**src/rtl/mash_decimator_if.sv**
```systemverilog
// mash_decimator_if: symbol/result bundle between a MASH 1-1 symbol source and
// the sinc^3 decoder.
//   clr     - synchronous restart (source -> decoder)
//   dn      - 3-bit modulator symbol (source -> decoder)
//   f_out   - recovered fraction, unsigned, saturated (decoder -> source)
//   f_valid - one-cycle pulse when f_out updates (decoder -> source)
//   err     - sticky illegal-symbol flag (decoder -> source)
interface mash_decimator_if #(
    parameter int unsigned BITS = 8
);
    logic            clr;
    logic [2:0]      dn;
    logic [BITS-1:0] f_out;
    logic            f_valid;
    logic            err;

    modport master (
        output clr,
        output dn,
        input  f_out,
        input  f_valid,
        input  err
    );

    modport slave (
        input  clr,
        input  dn,
        output f_out,
        output f_valid,
        output err
    );
endinterface

```
**src/rtl/mash_decimator.sv**
```systemverilog
// mash_decimator: recovers the fractional frequency word from a MASH 1-1 symbol
// stream. Symbols are decoded to {-1,0,+1,+2}, filtered by a sinc^3 CIC
// decimator (ratio 2^LOG2R), normalised to BITS, saturated and emitted once
// per decimation period.
//   clk   - system clock, rising edge
//   rst_n - asynchronous active-low reset
//   bus   - slave side of mash_decimator_if (clr, dn in; f_out, f_valid, err out)
module mash_decimator #(
    parameter int unsigned BITS  = 8,
    parameter int unsigned LOG2R = 4
) (
    input logic             clk,
    input logic             rst_n,
    mash_decimator_if.slave bus
);
    localparam int unsigned W     = 3 + 3 * LOG2R;
    localparam int unsigned SHIFT = 3 * LOG2R - BITS;

    logic signed [2:0] x_dec;
    logic              illegal;
    logic signed [2:0] x_q, x_d;
    logic [W-1:0]      i1_q, i1_d, i2_q, i2_d, i3_q, i3_d;
    logic [LOG2R-1:0]  cnt_q, cnt_d;
    logic              strobe;
    logic [W-1:0]      s_q, s_d;
    logic [W-1:0]      sdly_q, sdly_d, c1dly_q, c1dly_d, c2dly_q, c2dly_d;
    logic [W-1:0]      c3_q, c3_d;
    logic [W-1:0]      c1, c2;
    logic              stb1_q, stb1_d, stb2_q, stb2_d;
    logic [1:0]        warm_q, warm_d;
    logic [BITS-1:0]   f_out_q, f_out_d;
    logic              f_valid_q, f_valid_d;
    logic              err_q, err_d;
    logic signed [W-1:0] y;
    logic [BITS-1:0]   y_sat;

    // dn[2] set means -1 whatever the low bits; 3'b011 is the only illegal code.
    always_comb begin
        x_dec   = 3'sd0;
        illegal = 1'b0;
        if (bus.dn[2]) begin
            x_dec = -3'sd1;
        end else begin
            case (bus.dn[1:0])
                2'b01:   x_dec = 3'sd1;
                2'b10:   x_dec = 3'sd2;
                2'b11:   illegal = 1'b1;
                default: x_dec = 3'sd0;
            endcase
        end
    end

    // Normalise the comb output and clamp into the unsigned fraction range.
    always_comb begin
        y = $signed(c3_q) >>> SHIFT;
        if (y[W-1]) begin
            y_sat = '0;
        end else if (|y[W-2:BITS]) begin
            y_sat = '1;
        end else begin
            y_sat = y[BITS-1:0];
        end
    end

    assign strobe = &cnt_q;
    assign c1     = s_q - sdly_q;
    assign c2     = c1 - c1dly_q;

    always_comb begin
        x_d   = x_dec;
        // Integrators wrap modulo 2^W on purpose; the comb differences undo it.
        i1_d  = i1_q + {{(W-3){x_q[2]}}, x_q};
        i2_d  = i2_q + i1_q;
        i3_d  = i3_q + i2_q;
        cnt_d = cnt_q + 1'b1;
        s_d   = strobe ? i3_q : s_q;
        warm_d = (strobe && (warm_q != 2'd3)) ? warm_q + 2'd1 : warm_q;
        stb1_d = strobe;
        stb2_d = stb1_q;
        sdly_d  = sdly_q;
        c1dly_d = c1dly_q;
        c2dly_d = c2dly_q;
        c3_d    = c3_q;
        if (stb1_q) begin
            sdly_d  = s_q;
            c1dly_d = c1;
            c2dly_d = c2;
            c3_d    = c2 - c2dly_q;
        end
        // Suppress output until the sinc^3 window has been filled once.
        f_valid_d = stb2_q && (warm_q == 2'd3);
        f_out_d   = f_valid_d ? y_sat : f_out_q;
        err_d     = err_q | illegal;
        if (bus.clr) begin
            x_d       = '0;
            i1_d      = '0;
            i2_d      = '0;
            i3_d      = '0;
            cnt_d     = '0;
            s_d       = '0;
            warm_d    = '0;
            stb1_d    = 1'b0;
            stb2_d    = 1'b0;
            sdly_d    = '0;
            c1dly_d   = '0;
            c2dly_d   = '0;
            c3_d      = '0;
            f_valid_d = 1'b0;
            f_out_d   = '0;
            err_d     = 1'b0;
        end
    end

    always_ff @(posedge clk or negedge rst_n) begin
        if (!rst_n) begin
            x_q       <= '0;
            i1_q      <= '0;
            i2_q      <= '0;
            i3_q      <= '0;
            cnt_q     <= '0;
            s_q       <= '0;
            warm_q    <= '0;
            stb1_q    <= 1'b0;
            stb2_q    <= 1'b0;
            sdly_q    <= '0;
            c1dly_q   <= '0;
            c2dly_q   <= '0;
            c3_q      <= '0;
            f_valid_q <= 1'b0;
            f_out_q   <= '0;
            err_q     <= 1'b0;
        end else begin
            x_q       <= x_d;
            i1_q      <= i1_d;
            i2_q      <= i2_d;
            i3_q      <= i3_d;
            cnt_q     <= cnt_d;
            s_q       <= s_d;
            warm_q    <= warm_d;
            stb1_q    <= stb1_d;
            stb2_q    <= stb2_d;
            sdly_q    <= sdly_d;
            c1dly_q   <= c1dly_d;
            c2dly_q   <= c2dly_d;
            c3_q      <= c3_d;
            f_valid_q <= f_valid_d;
            f_out_q   <= f_out_d;
            err_q     <= err_d;
        end
    end

    assign bus.f_out   = f_out_q;
    assign bus.f_valid = f_valid_q;
    assign bus.err     = err_q;
endmodule

```
**src/flat_wrapper.sv**
```systemverilog
// flat-port wrapper written by rule: the top's interface ports become plain ports
module mash_decimator_flat 
#(
    parameter int unsigned BITS  = 8,
    parameter int unsigned LOG2R = 4
)
  (clk, rst_n, bus_clr, bus_dn, bus_f_out, bus_f_valid, bus_err);
  mash_decimator_if #(.BITS(BITS)) bus_i ();
  input logic clk;
  input logic rst_n;
  input wire logic [$bits(bus_i.clr)-1:0] bus_clr;
  input wire logic [$bits(bus_i.dn)-1:0] bus_dn;
  output wire logic [$bits(bus_i.f_out)-1:0] bus_f_out;
  output wire logic [$bits(bus_i.f_valid)-1:0] bus_f_valid;
  output wire logic [$bits(bus_i.err)-1:0] bus_err;
  assign bus_i.clr = bus_clr;
  assign bus_i.dn = bus_dn;
  assign bus_f_out = bus_i.f_out;
  assign bus_f_valid = bus_i.f_valid;
  assign bus_err = bus_i.err;
  mash_decimator #(.BITS(BITS), .LOG2R(LOG2R)) u_core (.clk(clk), .rst_n(rst_n), .bus(bus_i));
endmodule
```
**config.mk**
```make
export PLATFORM = sky130hd
export DESIGN_NAME = mash_decimator_flat
export DESIGN_NICKNAME = d
export VERILOG_FILES = /design/src/rtl/mash_decimator_if.sv /design/src/rtl/mash_decimator.sv /design/src/flat_wrapper.sv
export SDC_FILE = /design/constraint.sdc
export NUM_CORES = 1
export LEC_CHECK = 0
export ABC_AREA = 1
export BUFFER_PORTS_ARGS = -buffer_cell sky130_fd_sc_hd__buf_4
export CELL_PAD_IN_SITES_DETAIL_PLACEMENT = 1
export CELL_PAD_IN_SITES_GLOBAL_PLACEMENT = 1
export CORE_AREA = 3 3 124 150
export CTS_BUF_LIST = sky130_fd_sc_hd__clkbuf_4
export DETAILED_ROUTE_END_ITERATION = 10
export DIE_AREA = 0 0 127 153
export HOLD_SLACK_MARGIN = 0.1
export PLACE_DENSITY = 0.8
export RECOVER_POWER = 50
export SYNTH_ARGS = -nofsm -noshare
export SYNTH_HDL_FRONTEND = slang
export SYNTH_SLANG_ARGS = --single-unit
export TNS_END_PERCENT = 100
```
**constraint.sdc**
```tcl
create_clock -name clk -period 5 [get_ports clk]
set_input_delay 0.5 -clock clk [delete_from_list [all_inputs] [get_ports clk]]
set_output_delay 0.5 -clock clk [all_outputs]
set_load 0.03 [all_outputs]
```
[Yosys cells after proc, flatten, opt, wreduce, memory -nomap -nowiden]
Cells that the tools add are included.
Word-level totals
  word-level logic and storage cells: 67
  flip-flop bits (word level): 141
  input port bits: 6
  output and inout port bits: 10
Operators by class
  muxes and demuxes: 29
  reductions and logical operators: 8
  equality and inequality tests: 5
  bitwise logic cells: 1
  add/subtract/negate cells: 8
Operators by type and width (count)
  15-bit 2-to-1 mux: 13
  15-bit adder: 3
  15-bit subtractor: 3
  8-bit 2-to-1 mux: 4
  2-bit nonzero test: 4
  2-bit equality test, second input constant: 3
  1-bit 2-to-1 mux: 6
  3-bit 2-to-1 mux: 2
  4-bit by 1-bit adder with 4-bit output, second input constant: 1
  2-bit 2-to-1 mux: 2
  4-bit 2-to-1 mux: 1
  2-bit case mux with 2 select lines: 1
  4-bit AND reduction: 1
  3-bit OR reduction: 1
  2-bit by 1-bit adder with 2-bit output, second input constant: 1
  2-bit by 1-bit equality test with 1-bit output, second input constant: 1
  1-bit logical AND: 2
  2-bit inequality test, second input constant: 1
  1-bit OR: 1

[Depth between registers and ports, before layout]
Gate-level depths: netlist of run 1.
  depth in word-level cells: 5
  mapped depth: 28

[Least setup slack after synthesis of run 1]
No wires, ideal clock.
  path kind: register to register
  from: reg u_core.s_q[2]
  to: reg u_core.c3_q[14]
  path buffers: 0
  data required time: 4.883 ns
  arrival time: 3.555 ns
  path slack: 1.328 ns
  period minus slack after synthesis: 3.672 ns
  stages on the path, launching flop included: 25
  cell sequence: dfrtp_1 ha_1 a21oi_1 nand2_1 a21oi_2 o21ai_2 a21boi_2 xnor2_1 ha_1 a21oi_1 o21ai_1 a21oi_1 o21bai_1 xor2_1 inv_1 ha_1 inv_1 nor3_1 a21oi_1 nand2_1 nand2_1 nand2_1 nand3_1 nand3_1 nand2_1
Between the ends
  word-level cells in the longest chain between the ends: 5
Ends and longest elaborated chain
  start, declared: RTL line mash_decimator.sv:25  | logic [W-1:0] s_q, s_d;
  start signal, assigned: RTL line mash_decimator.sv:121  | s_q <= '0;
  start signal, assigned: RTL line mash_decimator.sv:138  | s_q <= s_d;
  15-bit subtractor: RTL line mash_decimator.sv:66  | assign c1 = s_q - sdly_q;
  15-bit subtractor: RTL line mash_decimator.sv:67  | assign c2 = c1 - c1dly_q;
  15-bit subtractor: RTL line mash_decimator.sv:88  | c3_d = c2 - c2dly_q;
  15-bit 2-to-1 mux: RTL line mash_decimator.sv:84  | if (stb1_q) begin
  15-bit 2-to-1 mux: RTL line mash_decimator.sv:94  | if (bus.clr) begin
  end signal, assigned: RTL line mash_decimator.sv:128  | c3_q <= '0;
  end signal, assigned: RTL line mash_decimator.sv:145  | c3_q <= c3_d;
  end, declared: RTL line mash_decimator.sv:27  | logic [W-1:0] c3_q, c3_d;
Every way passes these cells. The select of a mux whose other input is x is not followed.
A chain may end at the register's enable or synchronous reset.

[Final worst setup path of run 1]
  from: reg u_core.sdly_q[2]
  to: reg u_core.c3_q[14]
Between the ends
  word-level cells in the longest chain between the ends: 5
Ends and longest elaborated chain
  start, declared: RTL line mash_decimator.sv:26  | logic [W-1:0] sdly_q, sdly_d, c1dly_q, c1dly_d, c2dly_q, c2dly_d;
  start signal, assigned: RTL line mash_decimator.sv:142  | sdly_q <= sdly_d;
  15-bit subtractor: RTL line mash_decimator.sv:66
  15-bit subtractor: RTL line mash_decimator.sv:67
  15-bit subtractor: RTL line mash_decimator.sv:88
  15-bit 2-to-1 mux: RTL line mash_decimator.sv:84
  15-bit 2-to-1 mux: RTL line mash_decimator.sv:94
Every way passes these cells. The select of a mux whose other input is x is not followed.

==> results.json, run 1 <==
{
  "status": "finished, violations left",
  "failed_checks": "max-capacitance violations, max-slew violations",
  "fin_ws_ns": 0.854,
  "num_vias": 7098,
  "first_pass_iters": 4,
  "crit_path_max_incr_delay_ns": 0.36,
  "grt_pass1_wl_um": 36400,
  "finalCritPeriodShare_pct": 82.9,
  "layout_common_cells": "nand2_1 (183), inv_1 (154), dfrtp_1 (137)",
  "final_common_cell": "nand2_1",
  "finClkSkew_ns": 0.0173,
  "dieArea_um2": 19400,
  "synthSimpleGateAreaFrac_pct": 16.7,
  "io_buffers": 15,
  "fp-row-count": 53,
  "numCtsBuffers": 17,
  "ctsHoldBuffers": 2,
  "synth_cell_types": 38,
  "multiInputGateArea_um2": 4450,
  "final_nets": 1169,
  "finalMaxSlewViolations": 105,
  "critPathBufInv": 3,
  "crit_fanout": 5,
  "relSlewSlack_pct": -83.4,
  "track_usage_pct": 22.8,
  "path_common_cell": "nand2_1",
  "grt.overflow.total": 0,
  "cp-end-kind": "flip-flop",
  "seq_area_um2": 3430,
  "hold_violations": 0,
  "grt_setup_unrepaired": "no",
  "start_kind": "flip-flop",
  "cp_slowest_cell": "ha_1",
  "clock-root-buffer": "clkbuf_4",
  "yosys_warnings": 0,
  "htreeDepth": 4,
  "grt_pass1_vias": 7816,
  "p_leak_uw": 0.00466,
  "dp_slack_ns": 0.836,
  "dieWidth_um": 127,
  "postRouteAntennaNets": 0,
  "setup_tns_ns": 0,
  "dp_hpwl_um": 15700,
  "fillCellCount": 2202,
  "fin_util_pct": 52.5,
  "arrival_ns": 4.63,
  "ir_drop_uv": 178,
  "path_delay_family": "compound AO/OA/AOI/OAI gates",
  "io_pins": 16,
  "max_freq_mhz": 241,
  "drt-total-wl_um": 20800,
  "clock_sinks": 137,
  "post_cts_buffers": 0,
  "synth_top_family_by_area": "compound AO/OA/AOI/OAI gates",
  "period_needed_ns": 4.15,
  "required_ns": 5.48,
  "power_density_nw_per_um2": 291,
  "synth_xor_area_share_pct": 3.79,
  "cts_max_path_buffers": 2,
  "finalPower_uw": 2650,
  "path_clk_slew_ns": 0.14,
  "grt_max_degree": 105,
  "avgRoutedWirePerCell_um": 15.9,
  "synth_compound_area_share_pct": 18.0,
  "final_layout_size_suffix_gt1_share_pct": 6.17,
  "ys_ff_latch": 137,
  "min-delay-path-class": "in2reg",
  "antenna_found_initial": 1,
  "cap_violations": 1,
  "synthAdderAreaFrac_pct": 13.6,
  "synthCells": 1052,
  "cts-resized-gates": 0,
  "core_region_area_um2": 17400,
  "syn_to_final_growth_pct": 6.78,
  "timing_worst_setup_path_type": "reg2reg",
  "drc": 0,
  "seq_area_frac_synth_pct": 40.1,
  "clk_latency_ns": 0.58,
  "gp_congestion": 0.875,
  "post_drt_via_cell_ratio": 5.43,
  "setup_viol": 0,
  "synth_area_um2": 8550,
  "drt_first_iter_violations": 301,
  "die_h_um": 153,
  "start_util_pct": 49.2,
  "tritoncts": "done",
  "worstMarginPinSlew_ns": 2.75,
  "synthesis.nets": 1148,
  "muxShareOfSynthArea_pct": 0,
  "synthesis.area_per_instance_um2": 8.12
}
## state kept, by name, indices dropped and copies added, names as in the netlist
signal              cells
u_core.c1dly_q         15
u_core.c2dly_q         15
u_core.i1_q            15
u_core.i2_q            15
u_core.i3_q            15
u_core.s_q             15
u_core.sdly_q          15
u_core.c3_q            11
u_core.bus.f_out        8
u_core.cnt_q            4
u_core.x_q              3
u_core.warm_q           2
u_core.bus.err          1
u_core.bus.f_valid      1
u_core.stb1_q           1
u_core.stb2_q           1
## layer usage
metal	part of all wire, %	wire length (um)	global-route usage (%)	up-vias
met5	0	0	0	-
met4	1.2	253	5.88	0
met3	1.4	292	3.50	24
met2	55	11500	43.7	34
met1	42	8750	25.9	3506
li1	-	-	-	3534
## layout make-up
type,count,area share (%)
timing repair buffer,21,1.26
clock inverter,15,1.54
antenna,2,0.0548
multi-input combinational,741,48.8
inverter,155,6.38
sequential,137,37.6
clock buffer,17,1.40
tap,220,3.02
## report_power, final
part	leakage, uW	internal (uW)	total (uW)	switching, uW
registers	0.00188	1210	1290	81.0
clock network	0.000143	255	724	469
logic	0.00264	228	642	414
total	0.00466	1690	2650	964
## cell usage after synthesis (all sizes together)
cell    instances  area [um2]
o21ai         115         598
a21o            8        60.1
a21boi          6        52.6
and2            1        8.76
o21bai          5        37.5
o31ai           5        37.5
clkbuf         16        70.1
a31oi           5        31.3
ha             85        1060
nor2           83         319
nand4           4        25.0
a21oi         101         517
o21a            3        22.5
nand3          58         325
nand2         190         736
inv           154         578
nor3            3        15.0
dfrtp         137        3430
xnor2          14         123
clkinv          1        3.75
o211ai          1        7.51
a31o            2        17.5
xor2           23         201
buf             3        13.8
a211oi          3        22.5
o22ai          21         131
fa              5         100
## stage by stage
step / std cells / hold WS (ns) / instance area, um2
after floorplan: 1052 / 0.204 / 8550
after CTS: 1306 / 0.125 / 9170
after detailed placement: 1272 / 0.452 / 8890
final: 1308 / 0.165 / 9130
after global routing: 1308 / 0.169 / 9130
after global placement: 1272 / 0.445 / 8890
## worst reg2reg max path, delay by kind of cell (launching register included)
kind                       cells  cell delay, ns
adders and majority gates      3            0.99
and+or+nand+nor                8            0.83
DFF                            1            0.35
buffers and inverters          3            0.21
xor gates and xnor gates       2            0.35
AOI/OAI and AO/OA              9            1.35
## cell families (layout without fill, tap and decap cells)
kind of cell,count (synthesis),in the layout
compound gates,275,275
xor+xnor,37,37
fa+ha+maj,90,90
buf+inv,174,208
flops,137,137
other cells,0,2
simple gates,339,339
## path summary, 6_finish.rpt
kind | from | end | slack, ns | cells after the start
hold reg to reg | u_core.cnt_q[0] | u_core.cnt_q[0] | 0.47 | 1
setup / recovery | u_core.sdly_q[2] | u_core.c3_q[14] | 0.85 | 25
setup reg to reg | u_core.sdly_q[2] | u_core.c3_q[14] | 0.85 | 25
hold / removal | bus_dn[2] | u_core.x_q[2] | 0.16 | 3
max in group asynchronous | rst_n | u_core.c1dly_q[6] | 2.07 | 2
min in group asynchronous | rst_n | u_core.sdly_q[11] | 1.24 | 2
Note: power is estimated with default switching activity, not from simulation.
==> run 2: changes to the inputs <==
==> constraint.sdc (replaced) <==
create_clock -name clk -period 4.24 [get_ports clk]
set_input_delay 0.424 -clock clk [delete_from_list [all_inputs] [get_ports clk]]
set_output_delay 0.424 -clock clk [all_outputs]
set_load 0.03 [all_outputs]
==> results.json, run 2 (synthesis results as in run 1) <==
{
  "status": "finished, violations left",
  "failed_checks": "max-capacitance violations, max-slew violations",
  "required_ns": 4.71,
  "timing_worst_setup_path_type": "reg2reg",
  "finClkSkew_ns": 0.0196,
  "ir_drop_uv": 199,
  "io_pins": 16,
  "start_util_pct": 49.2,
  "finalMaxSlewViolations": 54,
  "numCtsBuffers": 17,
  "postRouteAntennaNets": 0,
  "fillCellCount": 2140,
  "post_drt_via_cell_ratio": 5.48,
  "intPower_uw": 2050,
  "hold_violations": 0,
  "grt_pass1_wl_um": 37700,
  "tritoncts": "done",
  "final_common_cell": "nand2_1",
  "cts_max_path_buffers": 2,
  "gp_congestion": 0.867,
  "arrival_ns": 4.60,
  "num_vias": 7206,
  "netSwitchingFraction_pct": 35.4,
  "clock_sinks": 137,
  "antenna_found_initial": 1,
  "finalCritPeriodShare_pct": 97.4,
  "track_usage_pct": 23.6,
  "relSlewSlack_pct": -98.0,
  "p_switching_uw": 1120,
  "syn_to_final_growth_pct": 9.96,
  "max_freq_mhz": 242,
  "clk_latency_ns": 0.57,
  "seqPwrFrac_pct": 48.0,
  "grt_max_degree": 54,
  "crit_fanout": 5,
  "grt_pass1_vias": 7961,
  "reg2reg_depth": 26,
  "pwr-share-comb_pct": 24.2,
  "dieArea_um2": 19400,
  "worstMarginPinSlew_ns": 2.97,
  "start_kind": "flip-flop",
  "p_leak_uw": 0.00477,
  "io_buffers": 15,
  "period_needed_ns": 4.13,
  "grt_setup_unrepaired": "yes",
  "drt_first_iter_violations": 229,
  "cap_violations": 1,
  "die_h_um": 153,
  "avgRoutedWirePerCell_um": 16.9,
  "path_clk_slew_ns": 0.13,
  "drc": 0,
  "clock-root-buffer": "clkbuf_4",
  "dp_hpwl_um": 16300,
  "drt-total-wl_um": 22200,
  "power_density_nw_per_um2": 337,
  "whs_ns": 0.228,
  "first_pass_iters": 4,
  "dieWidth_um": 127,
  "min-delay-path-class": "in2reg",
  "pwr-share-clk_pct": 27.8,
  "final_nets": 1178,
  "setup_tns_ns": 0,
  "core_region_area_um2": 17400,
  "cp-end-kind": "flip-flop",
  "htreeDepth": 4,
  "fp-row-count": 53,
  "whs_path_depth": 2,
  "grt.overflow.total": 0,
  "layout_common_cells": "nand2_1 (182), inv_1 (153), dfrtp_1 (137)",
  "final_layout_size_suffix_gt1_share_pct": 9.52,
  "setup_viol": 0
}
==> run 2: cell count changes in the layout (fill, tap and decap cells not counted), sizes merged <==
cell	delta
buf	+16
diode	-1
clkinv	-1
inv	-3
bufinv	+1
dlygate4sd3	+3
clkinvlp	+1
clkbuf	-10
==> run 2: what timing repair did <==
item | CTS | global route
resized for setup | 0 | 27
buffers inserted | 0 | 4
hold buffers | 5 | 0
endpoints found under the hold margin | 55 | 0
endpoints found under the setup margin | 0 | 5
==> run 2: area by class of cell <==
type | instances | area [um2] | share of cell area [%]
Sequential cell | 137 | 3430 | 36.5
Antenna cell | 1 | 2.50 | 0.0266
Clock inverter | 13 | 149 | 1.58
Clock buffer | 17 | 128 | 1.36
Inverter | 155 | 582 | 6.19
Multi-Input combinational cell | 741 | 4600 | 49.0
Timing Repair Buffer | 30 | 230 | 2.45
Tap cell | 220 | 275 | 2.93
==> run 2: worst paths after layout <==
path                            startpoint                 to  slack [ns]
min in group asynchronous            rst_n  u_core.sdly_q[11]        1.35
setup / recovery             u_core.s_q[0]    u_core.c3_q[14]        0.11
max in group asynchronous            rst_n  u_core.c2dly_q[4]        0.93
setup reg to reg             u_core.s_q[0]    u_core.c3_q[14]        0.11
hold reg to reg            u_core.cnt_q[0]    u_core.cnt_q[0]        0.46
hold / removal                     bus_clr     u_core.bus.err        0.23
==> run 2: per-stage QoR <==
| stage | total power (uW) | instance area [um2] | utilization, % | instances | worst slack, ns |
|---|---|---|---|---|---|
| 5_1_grt | 3390 | 9400 | 54.1 | 1314 | -0.195 |
| 3_5_place_dp | 2310 | 8900 | 51.2 | 1274 | 0.0471 |
| 3_3_place_gp | 2260 | 8900 | 51.2 | 1274 | 0.243 |
| 4_1_cts | 3190 | 9230 | 53.1 | 1309 | 0.00225 |
| 2_1_floorplan | 2080 | 8550 | - | 1052 | 0.568 |
| 6_report | 3170 | 9400 | 54.1 | 1314 | 0.111 |
==> run 2: critical path, stage by stage (launching register included) <==
cell and delay [ns]:
dfrtp_1 0.39, inv_1 0.09, ha_1 0.21, fa_2 0.24, inv_1 0.08, nand2_1 0.12, nand3_4 0.12, nand2_1 0.12
nand3_2 0.13, a21boi_4 0.19, xor2_2 0.18, inv_1 0.06, ha_2 0.38, nand2_1 0.08, o21bai_1 0.17, xor2_1 0.23
inv_1 0.11, ha_4 0.29, inv_1 0.07, o31ai_1 0.24, a21oi_1 0.06, nand2_1 0.09, nand2_1 0.08, nand2_1 0.08
nand3_1 0.08, nand3_1 0.08, nand2_1 0.06
==> run 2: power groups by stage <==
stage | sequential [uW] | clock (uW) | combinational, uW
6_report | 1520 | 882 | 766
5_1_grt | 1540 | 960 | 891
4_1_cts | 1520 | 896 | 773
3_5_place_dp | 1550 | 0 | 761
3_3_place_gp | 1540 | 0 | 724
2_1_floorplan | 1510 | 0 | 568
==> run 2: metal layers <==
layer  vias up  GRT usage [%]  routed length (um)
met1      3568           26.9                9060
met4         0           5.93                 406
met3        32           3.74                 328
met2        50           45.3               12500
met5         -              0                   0
li1       3556              -                   -
==> run 3: changes to the inputs <==
==> constraint.sdc (replaced) <==
create_clock -name clk -period 3.9 [get_ports clk]
set_input_delay 0.39 -clock clk [delete_from_list [all_inputs] [get_ports clk]]
set_output_delay 0.39 -clock clk [all_outputs]
set_load 0.03 [all_outputs]
==> results.json, run 3 (synthesis results as in run 1) <==
{
  "num_vias": 7386,
  "io_buffers": 15,
  "status": "finished, violations left",
  "finalMaxSlewViolations": 121,
  "fp-row-count": 53,
  "ir_drop_uv": 192,
  "final_layout_size_suffix_gt1_share_pct": 14.2,
  "max_freq_mhz": 255,
  "grt_setup_unrepaired": "yes",
  "min-delay-path-class": "in2reg",
  "gp_congestion": 0.849,
  "grt_pass1_vias": 8256,
  "finalCritPeriodShare_pct": 101,
  "final_common_cell": "nand2_1",
  "layout_common_cells": "nand2_1 (179), inv_1 (151), dfrtp_1 (137)",
  "power_density_nw_per_um2": 360,
  "grt.overflow.total": 0,
  "dieArea_um2": 19400,
  "clock_sinks": 137,
  "required_ns": 4.38,
  "core_region_area_um2": 17400,
  "worstMarginPinSlew_ns": 2.06,
  "fin_ws_ns": -0.0201,
  "arrival_ns": 4.40,
  "grt_pass1_wl_um": 38200,
  "grt_max_degree": 77,
  "placed_area_um2": 9060,
  "finalPower_uw": 3520,
  "drt-total-wl_um": 23100,
  "path_clk_slew_ns": 0.15,
  "clock-root-buffer": "clkbuf_4",
  "relSlewSlack_pct": -37.1,
  "final_cell_area_um2": 9780,
  "crit_fanout": 5,
  "die_h_um": 153,
  "dieWidth_um": 127,
  "fillCellCount": 2146,
  "syn_to_final_growth_pct": 14.4,
  "antenna_found_initial": 1,
  "post_drt_via_cell_ratio": 5.50,
  "dp_hpwl_um": 16200,
  "avgRoutedWirePerCell_um": 17.2,
  "numCtsBuffers": 17,
  "cts_max_path_buffers": 2,
  "period_needed_ns": 3.92,
  "drc": 0,
  "cap_violations": 2,
  "p_leak_uw": 0.00496,
  "hold_violations": 0,
  "setup_viol": 2,
  "start_kind": "flip-flop",
  "reg2reg_depth": 22,
  "drt_first_iter_violations": 269,
  "finClkSkew_ns": 0.0200,
  "first_pass_iters": 4,
  "clk_latency_ns": 0.57,
  "final_nets": 1206,
  "start_util_pct": 49.2,
  "cp-end-kind": "flip-flop",
  "postRouteAntennaNets": 0,
  "tritoncts": "done",
  "io_pins": 16,
  "whs_path_depth": 2,
  "track_usage_pct": 23.9,
  "htreeDepth": 4,
  "failed_checks": "max-capacitance violations, max-slew violations, negative setup slack",
  "timing_worst_setup_path_type": "reg2reg"
}
[run 3: where the power goes]
part	leakage, uW	switching (uW)	internal (uW)	total (uW)
combinational	0.00291	530	296	827
sequential	0.00188	104	1550	1650
clock	0.000165	632	405	1040
[run 3: repair_timing]
action	4_1_cts	5_1_grt
setup endpoints to repair	5	8
gates cloned	0	0
pin swaps	10	31
buffers inserted	6	5
hold buffers	5	0
gates resized for setup	12	47
hold endpoints to repair	78	0
[run 3: path summary, 6_finish.rpt]
path	start	endpoint	slack (ns)
max in group asynchronous	rst_n	u_core.c3_q[4]	1.60
setup / recovery	u_core.sdly_q[0]	u_core.c3_q[14]	-0.02
hold / removal	bus_clr	u_core.cnt_q[1]	0.19
setup reg to reg	u_core.sdly_q[0]	u_core.c3_q[14]	-0.02
hold reg to reg	u_core.cnt_q[0]	u_core.cnt_q[0]	0.46
min in group asynchronous	rst_n	u_core.sdly_q[12]	0.92
[run 3: layer usage]
metal | GRT usage, % | vias to the layer above | wire length, um
li1 | - | 3614 | -
met5 | 0 | - | 0
met3 | 3.46 | 33 | 328
met2 | 45.9 | 51 | 13000
met4 | 7.20 | 0 | 373
met1 | 26.8 | 3688 | 9420
[run 3: critical path, cell delays in order (launching register included)]
cell and delay, ns:
dfrtp_1 0.45, ha_4 0.19, fa_2 0.35, buf_4 0.15, xnor2_2 0.16, ha_2 0.35
a21oi_1 0.15, nand2_1 0.12, a21oi_2 0.21, o21ai_2 0.10, a21boi_2 0.18, o21ai_2 0.10
xor2_2 0.16, ha_1 0.35, inv_2 0.08, o31ai_2 0.24, a21oi_1 0.07, nand2_1 0.08
nand2_1 0.07, nand2_1 0.08, nand3_1 0.07, nand3_1 0.08, nand2_1 0.05
[run 3: cell type report]
class                      instances  area (um2)  area share [%]
clock buffer                      17         128            1.31
timing repair buffer              58         438            4.48
antenna                            1        2.50          0.0256
tap                              220         275            2.82
clock inverter                    15         176            1.80
multi-input combinational        741        4740            48.5
sequential                       137        3430            35.1
inverter                         155         584            5.98
[run 3: through the flow]
stage               util (%)  instances  hold WS [ns]  setup TNS [ns]  worst slack, ns
global route            56.3       1344         0.157           -1.14           -0.321
CTS                     54.9       1338         0.164               0          0.00200
finish                  56.3       1344         0.191         -0.0242          -0.0201
floorplan                  -       1052        0.0944               0            0.228
global placement        52.1       1295         0.445               0           0.0491
detailed placement      52.1       1295         0.447          -0.127           -0.111
